===== config.mk =====
export PLATFORM = sky130hd
export DESIGN_NAME = alu_arbiter
export DESIGN_NICKNAME = d
export VERILOG_FILES = /design/src/rtl/alu_arbiter.sv
export SDC_FILE = /design/constraint.sdc
export NUM_CORES = 1
export LEC_CHECK = 0
export CAP_MARGIN = 20
export CORE_MARGIN = 2
export CORE_UTILIZATION = 27
export DETAILED_ROUTE_END_ITERATION = 16
export DONT_BUFFER_PORTS = 1
export PLACE_DENSITY = 0.43
export SLEW_MARGIN = 30
export SYNTH_ARGS = -nofsm -noshare
export SYNTH_HDL_FRONTEND = slang
export SYNTH_SLANG_ARGS = --single-unit

===== constraint.sdc =====
create_clock -name clk -period 1.85 [get_ports clk]
set_clock_uncertainty 0.15 [all_clocks]
set_input_delay 0.37 -clock clk [delete_from_list [all_inputs] [get_ports clk]]
set_output_delay 0.37 -clock clk [all_outputs]
set_load 0.1 [all_outputs]

===== src/rtl/alu_arbiter.sv =====
// Round-robin front end that time-shares one external ALU between two
// requesters and returns each result on a tagged valid/ready channel.
module alu_arbiter #(
  parameter int WIDTH   = 8,
  parameter int LATENCY = 1
) (
  input  logic               clk,
  input  logic               rst_n,
  input  logic [1:0]         req_valid,
  output logic [1:0]         req_ready,
  input  logic [2*WIDTH-1:0] req_in1,
  input  logic [2*WIDTH-1:0] req_in2,
  input  logic [7:0]         req_op,
  output logic [WIDTH-1:0]   alu_in1,
  output logic [WIDTH-1:0]   alu_in2,
  output logic [3:0]         alu_op,
  output logic               alu_nvalid_data,
  input  logic [2*WIDTH-1:0] alu_out,
  input  logic               alu_zero,
  input  logic               alu_error,
  output logic               rsp_valid,
  input  logic               rsp_ready,
  output logic               rsp_id,
  output logic [2*WIDTH-1:0] rsp_out,
  output logic               rsp_zero,
  output logic               rsp_error
);

  localparam int CW = (LATENCY > 1) ? $clog2(LATENCY) : 1;

  typedef enum logic [1:0] {
    IDLE,
    EXEC,
    RESP
  } state_t;

  state_t          state;
  state_t          state_nxt;
  logic            last_grant;
  logic [CW-1:0]   cnt;
  logic            gid;
  logic            accept;
  logic            legal;
  logic            cnt_done;
  logic [WIDTH-1:0] sel_in1;
  logic [WIDTH-1:0] sel_in2;
  logic [3:0]      sel_op;

  // A tie goes to whoever did not win last time.
  always_comb begin
    gid = req_valid[1];
    if (&req_valid) gid = ~last_grant;
  end

  always_comb begin
    req_ready = '0;
    if (state == IDLE && |req_valid) req_ready[gid] = 1'b1;
  end

  assign accept = |(req_valid & req_ready);

  assign sel_in1 = gid ? req_in1[2*WIDTH-1:WIDTH] : req_in1[WIDTH-1:0];
  assign sel_in2 = gid ? req_in2[2*WIDTH-1:WIDTH] : req_in2[WIDTH-1:0];
  assign sel_op  = gid ? req_op[7:4] : req_op[3:0];

  always_comb begin
    legal = 1'b0;
    unique case (1'b1)
      sel_op == 4'd0: legal = 1'b1;
      sel_op == 4'd2: legal = 1'b1;
      sel_op == 4'd4: legal = 1'b1;
      sel_op == 4'd8: legal = 1'b1;
      default:        legal = 1'b0;
    endcase
  end

  assign cnt_done = (cnt == '0);

  always_comb begin
    state_nxt = state;
    unique case (state)
      IDLE: if (accept) state_nxt = legal ? EXEC : RESP;
      EXEC: if (cnt_done) state_nxt = RESP;
      RESP: if (rsp_ready) state_nxt = IDLE;
      default: state_nxt = IDLE;
    endcase
  end

  always_ff @(posedge clk or negedge rst_n) begin
    if (!rst_n) state <= IDLE;
    else        state <= state_nxt;
  end

  assign alu_nvalid_data = (state != EXEC);
  assign rsp_valid       = (state == RESP);

  always_ff @(posedge clk or negedge rst_n) begin
    if (!rst_n) begin
      last_grant <= 1'b1;
      cnt        <= '0;
      alu_in1    <= '0;
      alu_in2    <= '0;
      alu_op     <= '0;
      rsp_id     <= 1'b0;
      rsp_out    <= '0;
      rsp_zero   <= 1'b0;
      rsp_error  <= 1'b0;
    end else begin
      if (accept) begin
        alu_in1    <= sel_in1;
        alu_in2    <= sel_in2;
        alu_op     <= sel_op;
        rsp_id     <= gid;
        last_grant <= gid;
        cnt        <= CW'(LATENCY - 1);
        // Illegal opcodes never reach the ALU; answer straight away.
        if (!legal) begin
          rsp_out   <= '0;
          rsp_zero  <= 1'b0;
          rsp_error <= 1'b1;
        end
      end
      if (state == EXEC) begin
        if (cnt_done) begin
          rsp_out   <= alu_out;
          rsp_zero  <= alu_zero;
          rsp_error <= alu_error;
        end else begin
          cnt <= cnt - CW'(1);
        end
      end
    end
  end

endmodule


==> summary.md, run 1 <==
| Metric | Value |
|---|---|
| Hold path startpoint | `alu_out[12]` |
| Failing checks | `setup timing` |
| Relative slew slack | `76.3%` |
| 1st-iter DRT viols | `26` |
| Width of the die | `88.0 microns` |
| CP max-delay cell | `dfrtp_1` |
| CP peak stage delay | `between 0.4 and 0.5 ns` |
| Worst Setup Path Type | `flop to primary output` |
| Critical path required time | `1.33 ns` |
| Slew @ Worst Pin | `~0.36 ns` |
| Syn_area_per_cell | `between 9 and 10 sq um` |
| CTS tree | `built` |
| N_diodes | `0` |
| Ys flop type | `dfrtp_1` |
| Most common library cells after synthesis | `nand2_1 (56), dfrtp_1 (42), o21ai_0 (21), mux2i_1 (20), a21oi_1 (18)` |
| EDFF count, synth | `0` |
| Routed len/inst | `about 13 microns` |
| Netlist cell types | `26` |
| Port Buffers | `0` |
| Die area | `approximately 7700 sq um` |
| Worst hold path depth | `2` |
| Clk Tree Root Cell | `clkbuf_8` |
| Synth-to-layout area growth | `38.7%` |
| Num CTS Buffers | `5` |
| Final-layout fill cell count | `about 700` |
| DR pass1 iterations | `4` |
| Via count | `between 1,000 and 1,500` |
| Final WL | `~4400 microns` |
| Final worst slack | `-0.0123 ns` |
| Final setup viols | `2` |
| Top-count cell post-synth | `nand2_1` |
| Core Region | `6790 sq um` |
| Site Rows | `30` |
| Crit-path leading delay family | `flip-flops` |
| Mapped Cells | `191` |
| I/O pin count | `106` |
| DR DRC count | `0` |
| Initial antenna violation count | `0` |
| Worst-Skew Late Latency | `just under 0.3 ns` |
| Pins Over Slew Limit | `0` |
| Synthesized area | `around 1900 sq um` |
| CP bufs+invs | `1` |
| Vias in the first global route | `1,421` |
| Synth top area share | `a little under three fifths` |
| Crit. End Element | `primary output` |
| Outcome | `complete, but fails checks` |
| Hold/Removal Path Class | `primary input to flop` |
| CTS H-tree depth | `2` |
| Vias/cell | `4.40` |
| Register-to-Register Path Depth | `6` |
| All-layer global routing usage | `between 10% and 20%` |
| Reg2reg start | `last_grant$_DFFE_PN1N_` |
| Pin count of the biggest net entering global routing | `44` |
| Remaining antenna violation count | `0` |
| Nets | `306` |
| Crit-path max FO | `5` |
| Max-capacitance violation count | `0` |
| Placed cell count | `324` |
| Initial core utilization | `28.0%` |
| Clock Sinks | `between 40 and 50` |
| Post-synthesis async set-or-reset flop share | `100%` |
| Post-synth top area cell | `dfrtp_1` |
| Clock transition at path regs | `0.08 ns` |
| Crit path launch type | `flop` |
| Final Critical Period | `between 1.5 and 2 ns` |
| Worst path cell trace | `nor2_2 -> o21ai_4 -> nor2b_4 -> buf_12` |
| Syn nets | `254` |
| Share of cells above drive strength 1 | `a little under a third` |
| Crit path from | `state[0]$_DFFE_PN0P_` |
| Top cells by area, synth | `dfrtp_1 (55%), nand2_1 (11%), mux2i_1 (11%), o21ai_0 (5.5%), a21oi_1 (4.7%)` |
| RD Place Congestion | `approximately 0.67` |
| CP arrival | `1.34 ns` |
| Global-route wire length before repair | `about 7000 microns` |
| Grt ovf | `0` |
| HPWL after DPL | `3270 microns` |
| RSZ-0062 raised after global routing | `yes` |
| CTS max path bufs | `2` |
| Fin crit share | `101%` |
| Fmax | `about 540 MHz` |
| Yosys reg bits | `43` |
| DIE HEIGHT | `88.0 microns` |
| Synth warnings | `0` |
| Stages on worst setup path | `4` |
| Final cell count without fillers | `340` |
| Final hold vios | `0` |
| Sequential area share after synthesis | `56.6%` |
==> flip-flops by register name (all words and copies together), names as in the netlist <==
register,cells
alu_in1,8
alu_in2,8
alu_op,4
cnt,1
last_grant,1
rsp_error,1
rsp_id,1
rsp_out,16
rsp_zero,1
state,2
==> cells by family (layout without fill, tap and decap cells) <==
logic type | after synthesis | after routing | synth area share [%]
flip-flops | 43 | 43 | 56.6
multiplexers | 20 | 20 | 10.5
buffers and inverters | 14 | 67 | 3.75
AO/OA/AOI/OAI | 45 | 45 | 13.5
adder cells (fa/ha/maj) | 2 | 2 | 1.12
AND/OR/NAND/NOR | 67 | 67 | 14.5
==> metal layers <==
layer | vias up | wire [microns] | track usage (%)
met5 | - | 0 | 0
li1 | 737 | - | -
met1 | 687 | 1780 | 14.4
met2 | 67 | 2090 | 18.7
met3 | 5 | 515 | 5.00
met4 | 0 | 45 | 3.36
==> final cells by class <==
cell class / count / area, sq um / share of cell area [%]
Inverter: 2 / 7.51 / 0.284
Timing Repair Buffer: 57 / 520 / 19.7
Clock buffer: 6 / 82.6 / 3.13
Sequential cell: 43 / 1080 / 40.8
Tap cell: 96 / 120 / 4.55
Multi-Input combinational cell: 134 / 796 / 30.2
Clock inverter: 2 / 35.0 / 1.33
==> worst paths after layout <==
path | endpoint | slack (ns)
min reg2reg | rsp_id$_DFFE_PN0N_ | 0.34
min | rsp_out[12]$_DFF_PN0_ | 0.05
max | req_ready[1] | -0.01
min in group asynchronous | rsp_out[7]$_DFF_PN0_ | 0.42
max in group asynchronous | last_grant$_DFFE_PN1N_ | 0.85
max reg2reg | state[1]$_DFFE_PN0P_ | 0.12
==> what timing repair did <==
action | in CTS | in global routing
endpoints found under the hold margin | 43 | 0
pin swaps | 2 | 2
cloned | 0 | 0
hold buffers | 2 | 0
buffers inserted | 3 | 3
resized for setup | 5 | 1
endpoints found under the setup margin | 9 | 10
==> stage by stage <==
step | cell area, sq um | hold WS, ns | worst slack, ns | setup TNS (ns) | util [%]
after floorplan | 1910 | -0.0756 | -0.421 | -5.36 | -
after global placement | 2400 | -0.0745 | 0.0190 | 0 | 35.4
after detailed placement | 2400 | -0.0744 | -0.0361 | -0.111 | 35.4
after CTS | 2610 | 0.0365 | -0.0645 | -0.102 | 38.5
after global routing | 2640 | 0.0336 | -0.0901 | -0.158 | 38.8
final | 2640 | 0.0474 | -0.0123 | -0.0191 | 38.8
==> worst register-to-register path: cells and delay by family (launching register included) <==
| family | cells | cell delay (ns) |
|---|---|---|
| buffers and inverters | 2 | 0.31 |
| AND/OR/NAND/NOR | 1 | 0.22 |
| flip-flops | 1 | 0.57 |
| AO/OA/AOI/OAI | 3 | 0.36 |
==> placed cells by master, fill, tap and decap left out, types with 2 or more instances in the layout <==
master and instances:
inv_1 2, nand2_1 56, buf_4 49, mux2i_1 20
a21o_1 2, dfrtp_1 42, a21oi_1 18, buf_12 5
nor2_2 2, o21ai_0 20, clkbuf_8 6
Power of run 1 is left out: the tool's default activity adds up to more than one toggle a clock period on the data nets, which glitch-free logic cannot reach.
==> run 2, diff against run 1 <==
--- a/config.mk
+++ b/config.mk
@@ -10,6 +10,7 @@
 export CORE_UTILIZATION = 27
 export DETAILED_ROUTE_END_ITERATION = 16
 export DONT_BUFFER_PORTS = 1
+export GPL_TIMING_DRIVEN = 1
 export PLACE_DENSITY = 0.43
 export SLEW_MARGIN = 30
 export SYNTH_ARGS = -nofsm -noshare
==> results of run 2 <==
Same layout as run 1: the final DEF is identical, and so are final timing and power.
Power of run 2 is left out for the same reason.
